--- config.mk ---
export PLATFORM = sky130hd
export DESIGN_NAME = forex_readback
export DESIGN_NICKNAME = d
export VERILOG_FILES = /design/src/rtl/forex_readback_pkg.sv /design/src/rtl/forex_readback_path_fifo.sv /design/src/rtl/forex_readback.sv
export SDC_FILE = /design/constraint.sdc
export NUM_CORES = 1
export LEC_CHECK = 0
export ABC_CLOCK_PERIOD_IN_PS = 3700
export BUFFER_PORTS_ARGS = -buffer_cell sky130_fd_sc_hd__buf_4
export CORE_MARGIN = 2
export CORE_UTILIZATION = 40
export DETAILED_ROUTE_END_ITERATION = 7
export GPL_TIMING_DRIVEN = 0
export PLACE_DENSITY_LB_ADDON = 0.08
export SLEW_MARGIN = 25
export SYNTH_ARGS = -nofsm -noshare
export SYNTH_HDL_FRONTEND = slang
export SYNTH_SLANG_ARGS = --single-unit
--- constraint.sdc ---
create_clock -name clk -period 3.7 [get_ports clk]
set_clock_uncertainty 0.15 [all_clocks]
set_input_delay 0 -clock clk [delete_from_list [all_inputs] [get_ports clk]]
set_output_delay 0 -clock clk [all_outputs]
set_load 0.02 [all_outputs]
--- src/rtl/forex_readback_pkg.sv ---
// Shared FOREX constants: vertex/predecessor/weight widths, readback FSM states
// and the register map of the path readback slave.
package forex_readback_pkg;
  localparam int VW       = 3;
  localparam int N        = 1 << VW;
  localparam int PRED_W   = VW;
  localparam int WEIGHT_W = 16;

  typedef enum logic [1:0] {
    ST_IDLE = 2'd0,
    ST_REQ  = 2'd1,
    ST_WAIT = 2'd2,
    ST_DONE = 2'd3
  } state_t;

  localparam logic [2:0] ADDR_STATUS = 3'd0;
  localparam logic [2:0] ADDR_POP    = 3'd1;
  localparam logic [2:0] ADDR_START  = 3'd2;
endpackage

--- src/rtl/forex_readback_path_fifo.sv ---
// Path FIFO: show-ahead circular buffer; push when full is dropped, pop when empty ignored.
module path_fifo
  import forex_readback_pkg::*;
#(
  parameter int W     = 3,
  parameter int DEPTH = 9,
  localparam int CW   = $clog2(DEPTH + 1),
  localparam int PW   = (DEPTH > 1) ? $clog2(DEPTH) : 1
) (
  input  logic          clk,
  input  logic          reset,
  input  logic          push,
  input  logic          pop,
  input  logic [W-1:0]  din,
  output logic [W-1:0]  dout,
  output logic [CW-1:0] count,
  output logic          full,
  output logic          empty
);

  logic [W-1:0]  mem [DEPTH];
  logic [PW-1:0] wr_ptr;
  logic [PW-1:0] rd_ptr;
  logic          do_push;
  logic          do_pop;

  assign full    = (count == CW'(DEPTH));
  assign empty   = (count == '0);
  assign do_push = push && !full;
  assign do_pop  = pop && !empty;
  assign dout    = mem[rd_ptr];

  function automatic logic [PW-1:0] next_ptr(input logic [PW-1:0] p);
    return (p == PW'(DEPTH - 1)) ? '0 : p + 1'b1;
  endfunction

  always_ff @(posedge clk) begin
    if (!reset) begin
      wr_ptr <= '0;
      rd_ptr <= '0;
      count  <= '0;
    end else begin
      if (do_push) wr_ptr <= next_ptr(wr_ptr);
      if (do_pop)  rd_ptr <= next_ptr(rd_ptr);
      case ({do_push, do_pop})
        2'b10:   count <= count + 1'b1;
        2'b01:   count <= count - 1'b1;
        default: count <= count;
      endcase
    end
  end

  // Storage carries no reset; the pointers alone define validity.
  always_ff @(posedge clk) begin
    if (do_push) mem[wr_ptr] <= din;
  end

endmodule

--- src/rtl/forex_readback.sv ---
// Walks the solver predecessor chain from start_vertex until a vertex repeats,
// queueing the path for readback over an Avalon-MM slave.
module forex_readback
  import forex_readback_pkg::*;
#(
  parameter int VW    = forex_readback_pkg::VW,
  parameter int DEPTH = (1 << VW) + 1
) (
  input  logic          clk,
  input  logic          reset,
  input  logic          chipselect,
  input  logic          read,
  input  logic [2:0]    address,
  output logic [31:0]   readdata,
  input  logic          start,
  input  logic [VW-1:0] start_vertex,
  output logic [VW-1:0] pred_addr,
  input  logic [VW-1:0] pred_data,
  output logic          busy,
  output logic          irq
);

  localparam int NV = 1 << VW;
  localparam int CW = $clog2(DEPTH + 1);

  state_t          state;
  logic [VW-1:0]   cur;
  logic [VW-1:0]   start_latch;
  logic [NV-1:0]   visited;
  logic            ovf;

  logic            rd_en;
  logic            status_rd;
  logic            launch;
  logic            hit;
  logic            fifo_push;
  logic            fifo_pop;
  logic            fifo_reset;
  logic [VW-1:0]   fifo_din;
  logic [VW-1:0]   fifo_dout;
  logic [CW-1:0]   fifo_count;
  logic            fifo_full;
  logic            fifo_empty;
  logic [VW+1:0]   count_ext;
  logic [31:0]     rd_mux;

  assign rd_en     = chipselect && read;
  assign status_rd = rd_en && (address == ADDR_STATUS);
  assign fifo_pop  = rd_en && (address == ADDR_POP);
  assign launch    = start && ((state == ST_IDLE) || (state == ST_DONE));
  assign hit       = visited[pred_data];
  assign busy      = (state == ST_REQ) || (state == ST_WAIT);
  assign fifo_push = (state == ST_REQ) || ((state == ST_WAIT) && hit);
  assign fifo_din  = (state == ST_REQ) ? cur : pred_data;
  assign count_ext = (VW + 2)'(fifo_count);

  // A new walk flushes the FIFO through its synchronous reset.
  assign fifo_reset = reset && !launch;

  path_fifo #(
    .W     (VW),
    .DEPTH (DEPTH)
  ) u_path_fifo (
    .clk   (clk),
    .reset (fifo_reset),
    .push  (fifo_push),
    .pop   (fifo_pop),
    .din   (fifo_din),
    .dout  (fifo_dout),
    .count (fifo_count),
    .full  (fifo_full),
    .empty (fifo_empty)
  );

  // pred_addr is loaded one state ahead so the memory returns data during WAIT.
  always_ff @(posedge clk) begin
    if (!reset) begin
      state       <= ST_IDLE;
      cur         <= '0;
      start_latch <= '0;
      pred_addr   <= '0;
      visited     <= '0;
      ovf         <= 1'b0;
      irq         <= 1'b0;
    end else begin
      if (fifo_push && fifo_full) ovf <= 1'b1;
      if (status_rd) irq <= 1'b0;
      case (state)
        ST_IDLE, ST_DONE: begin
          if (start) begin
            cur         <= start_vertex;
            start_latch <= start_vertex;
            pred_addr   <= start_vertex;
            visited     <= '0;
            irq         <= 1'b0;
            state       <= ST_REQ;
          end
        end
        ST_REQ: begin
          visited[cur] <= 1'b1;
          state        <= ST_WAIT;
        end
        ST_WAIT: begin
          if (hit) begin
            irq   <= 1'b1;
            state <= ST_DONE;
          end else begin
            cur       <= pred_data;
            pred_addr <= pred_data;
            state     <= ST_REQ;
          end
        end
        default: state <= ST_IDLE;
      endcase
    end
  end

  always_comb begin
    rd_mux = '0;
    if (rd_en) begin
      case (address)
        ADDR_STATUS: begin
          rd_mux[31]     = busy;
          rd_mux[30]     = (state == ST_DONE);
          rd_mux[29]     = ovf;
          rd_mux[VW+1:0] = count_ext;
        end
        ADDR_POP: begin
          if (!fifo_empty) begin
            rd_mux[31]     = 1'b1;
            rd_mux[VW-1:0] = fifo_dout;
          end
        end
        ADDR_START: rd_mux[VW-1:0] = start_latch;
        default:    rd_mux = '0;
      endcase
    end
  end

  always_ff @(posedge clk) begin
    if (!reset) readdata <= '0;
    else        readdata <= rd_mux;
  end

endmodule
==> summary.md <==
| Metric | Value |
|---|---|
| Post_cts resized | `0` |
| Routed wl met2 | `3090 um` |
| Post-synth EDFFs | `27` |
| Post-layout minimum cycle time | `3.41 ns` |
| RSZ-0062 raised after global routing | `false` |
| Headroom to the max-slew limit | `0.507` |
| Endpoints failing setup | `0` |
| Clk buf depth | `2` |
| Total Routed Length | `6540 um` |
| Post-DR wirelength/cell | `13.7 um` |
| First-pass GRT wire length | `11000 um` |
| Async SR Flop Fraction | `0` |
| DP HPWL | `between 4000 and 5000 um` |
| PwrDens | `422 nW/um2` |
| Top routing layer in use | `met4` |
| Placer congestion estimate | `0.818` |
| Least-Margin Pin Slew | `0.730 ns` |
| I/O Pins | `51` |
| Sequential area share after synthesis | `0.502` |
| Initial antenna violation count | `0` |
| DRT antenna net count | `0` |
| CTS H-tree depth | `3` |
| # clock sinks | `68` |
| Vias | `approximately 2300` |
| Clock slew at reported path FFs | `0.07 ns` |
| Top FF cell, synth | `dfxtp_1` |
| Post-Synthesis Cell Area | `3250 um2` |
| Slowest cell delay on critical path | `0.52 ns` |
| Die Wd | `between 90 and 100 um` |
| Layout cells sized above 1 | `0.234` |
| Period utilization | `0.921` |
| IO Port Bufs | `23` |
| Post-synth top area share | `0.253` |
| Gate Count Post-Synth | `approximately 300` |
| Iteration-0 DRC Markers | `107` |
| CP required | `3.82 ns` |
| Post-Synthesis Mean Instance Area | `11.0 um2` |
| Max-Cap Viols | `0` |
| Num CTS Buffers | `9` |
| DRT Pass-1 Iters | `4` |
| Hold Path Class | `primary input to flop` |
| Pin count of the biggest net entering global routing | `12` |
| Synth area leader | `dfxtp_1` |
| Yosys reg bits | `68` |
| Die Area | `8860 um2` |
| DRC | `0` |
| Worst skew pair latency | `0.35 ns` |
| CTS tree | `done` |
| Via/cell ratio | `4.79` |
| Vias in the first global route | `roughly 2300` |
| Critical path's slowest cell | `or4_4` |
| Synth warn | `0` |
| Synth top area cells | `dfxtp_1 (25%), edfxtp_1 (25%), buf_4 (5.8%)` |
| Status | `completed` |
| Most frequent cell after synthesis | `dfxtp_1` |
| CP endpoint kind | `flop` |
| Final core utilization | `0.512` |
| Worst-path cell chain | `inv_1, ha_1, buf_2, inv_1, or4_4, a31oi_4, inv_2, ha_1, xor2_1, ha_1, a21oi_1, xor2_1, or3_1, a21oi_1` |
| Sum Neg Setup Slack | `0 ns` |
| Area Growth Syn to Fin | `23.0%` |
| Diode count | `0` |
| Nets@finish | `398` |
| Grt ovf | `0` |
| Yosys cell types | `47` |
| Startpoint class of the critical path | `flop` |
| Final Hold Viols | `0` |
| Starting Density | `0.416` |
| Maximum clock rate | `0.294 GHz` |
| Gr usage total | `0.165` |
| Worst VDD drop | `0.191 mV` |
| Root Driver | `clkbuf_8` |
| Leak Pwr | `~0.0017 uW` |
| Max-slew violations | `0` |
| Std cell rows | `32` |
| Met1 wire length | `3040 um` |
| CORE AREA | `7810 um2` |
| Met3 WL | `248 um` |
| Cell repeated most along the worst path | `ha_1` |
| Die Ht | `94.1 um` |
| Worst path arrival time | `3.53 ns` |
| Setup CP Type | `flop to flop` |
| Top cells by count, synth | `dfxtp_1 (41), nor2_1 (34), edfxtp_1 (27)` |
| CP max FO | `10` |
[stage by stage]
step | hold WS [ns] | power [uW] | cell area, um2 | setup slack, ns | cells
floorplan | -0.00251 | 1040 | 3340 | 0.461 | 319
global placement | 0.148 | 1110 | 3640 | 0.0851 | 444
detailed placement | 0.159 | 1110 | 3640 | 0.0359 | 444
CTS | 0.0235 | 1710 | 3980 | 0.0170 | 476
global route | 0.0691 | 1770 | 4000 | 0.0154 | 478
finish | 0.0443 | 1690 | 4000 | 0.294 | 478
[cells in the final DEF, fill, tap and decap left out, types with 3 or more instances in the layout]
cell           count
a21oi_1           20
a31oi_1            4
and3_1             4
and4b_1            4
buf_4             50
clkbuf_1           9
clkbuf_8           9
conb_1            25
dfxtp_1           41
dlygate4sd3_1     16
edfxtp_1          27
ha_1              13
inv_1             11
mux2_2             9
mux2i_1           14
mux4_2             6
nand2_1           11
nand3_1            6
nor2_1            34
nor2b_1            6
nor3_1             4
nor4b_1            4
o21ai_0            4
o22ai_1            3
or3_1              3
xor2_1             3
[cell families after synthesis]
group                      after synthesis  share of synthesized area
and+or+nand+nor                         87                      0.144
adders and majority gates               13                     0.0500
other                                    1                    0.00115
AOI/OAI and AO/OA                       46                     0.0920
muxes                                   29                      0.116
DFF                                     68                      0.502
xor gates and xnor gates                 4                     0.0108
buffers and inverters                   47                     0.0839
[worst paths after layout]
kind	from	end	slack, ns	cells after the start
worst min-delay path	address[2]	readdata[1]	0.04	4
worst max-delay path	state[0]	u_path_fifo.count[2]	0.29	14
worst max register to register	state[0]	u_path_fifo.count[2]	0.29	14
worst min register to register	ovf	ovf	0.31	1
[cell type report]
type | instances | area (um2)
Tap cell | 102 | 128
Fill cell | 722 | 3810
Inverter | 12 | 45.0
Multi-Input combinational cell | 204 | 1440
Clock buffer | 10 | 128
Clock inverter | 6 | 55.1
Sequential cell | 68 | 1630
Buffer | 35 | 228
Timing Repair Buffer | 41 | 348
[timing repair]
| item | 4_1_cts | 5_1_grt |
|---|---|---|
| hold buffers | 16 | 0 |
| endpoints found under the hold margin | 17 | 0 |
| cloned | 0 | 0 |
| endpoints found under the setup margin | 1 | 1 |
| pin swaps | 1 | 1 |
| buffers inserted | 0 | 2 |
[state kept, by name, indices dropped and copies added (netlist names), 2 cells and up, named ones only]
register and cells:
u_path_fifo.wr_ptr 4, cur 3, u_path_fifo.count 4, u_path_fifo.rd_ptr 4
readdata 7, start_latch 3, state 2, u_path_fifo.mem 27
visited 8
[power by group]
part | switching, uW | total, uW | leakage [uW] | internal, uW
clock | 270 | 574 | 0.0000911 | 304
sequential | 22.4 | 836 | 0.000578 | 814
combinational | 162 | 278 | 0.000983 | 116
total | 454 | 1690 | 0.00165 | 1230
[critical path: cells and delay by family (launching register included)]
family                     cells  cell delay [ns]
buffers and inverters          4             0.49
xor gates and xnor gates       2             0.25
AOI/OAI and AO/OA              3             0.63
DFF                            1             0.34
adders and majority gates      3             0.62
and+or+nand+nor                2             0.82
[layer usage]
metal	vias up	global-route usage
met1	1065	0.203
li1	1162	-
met5	-	0
met4	0	0.0797
met2	48	0.272
met3	13	0.0393
(Power assumes the default switching activity.)
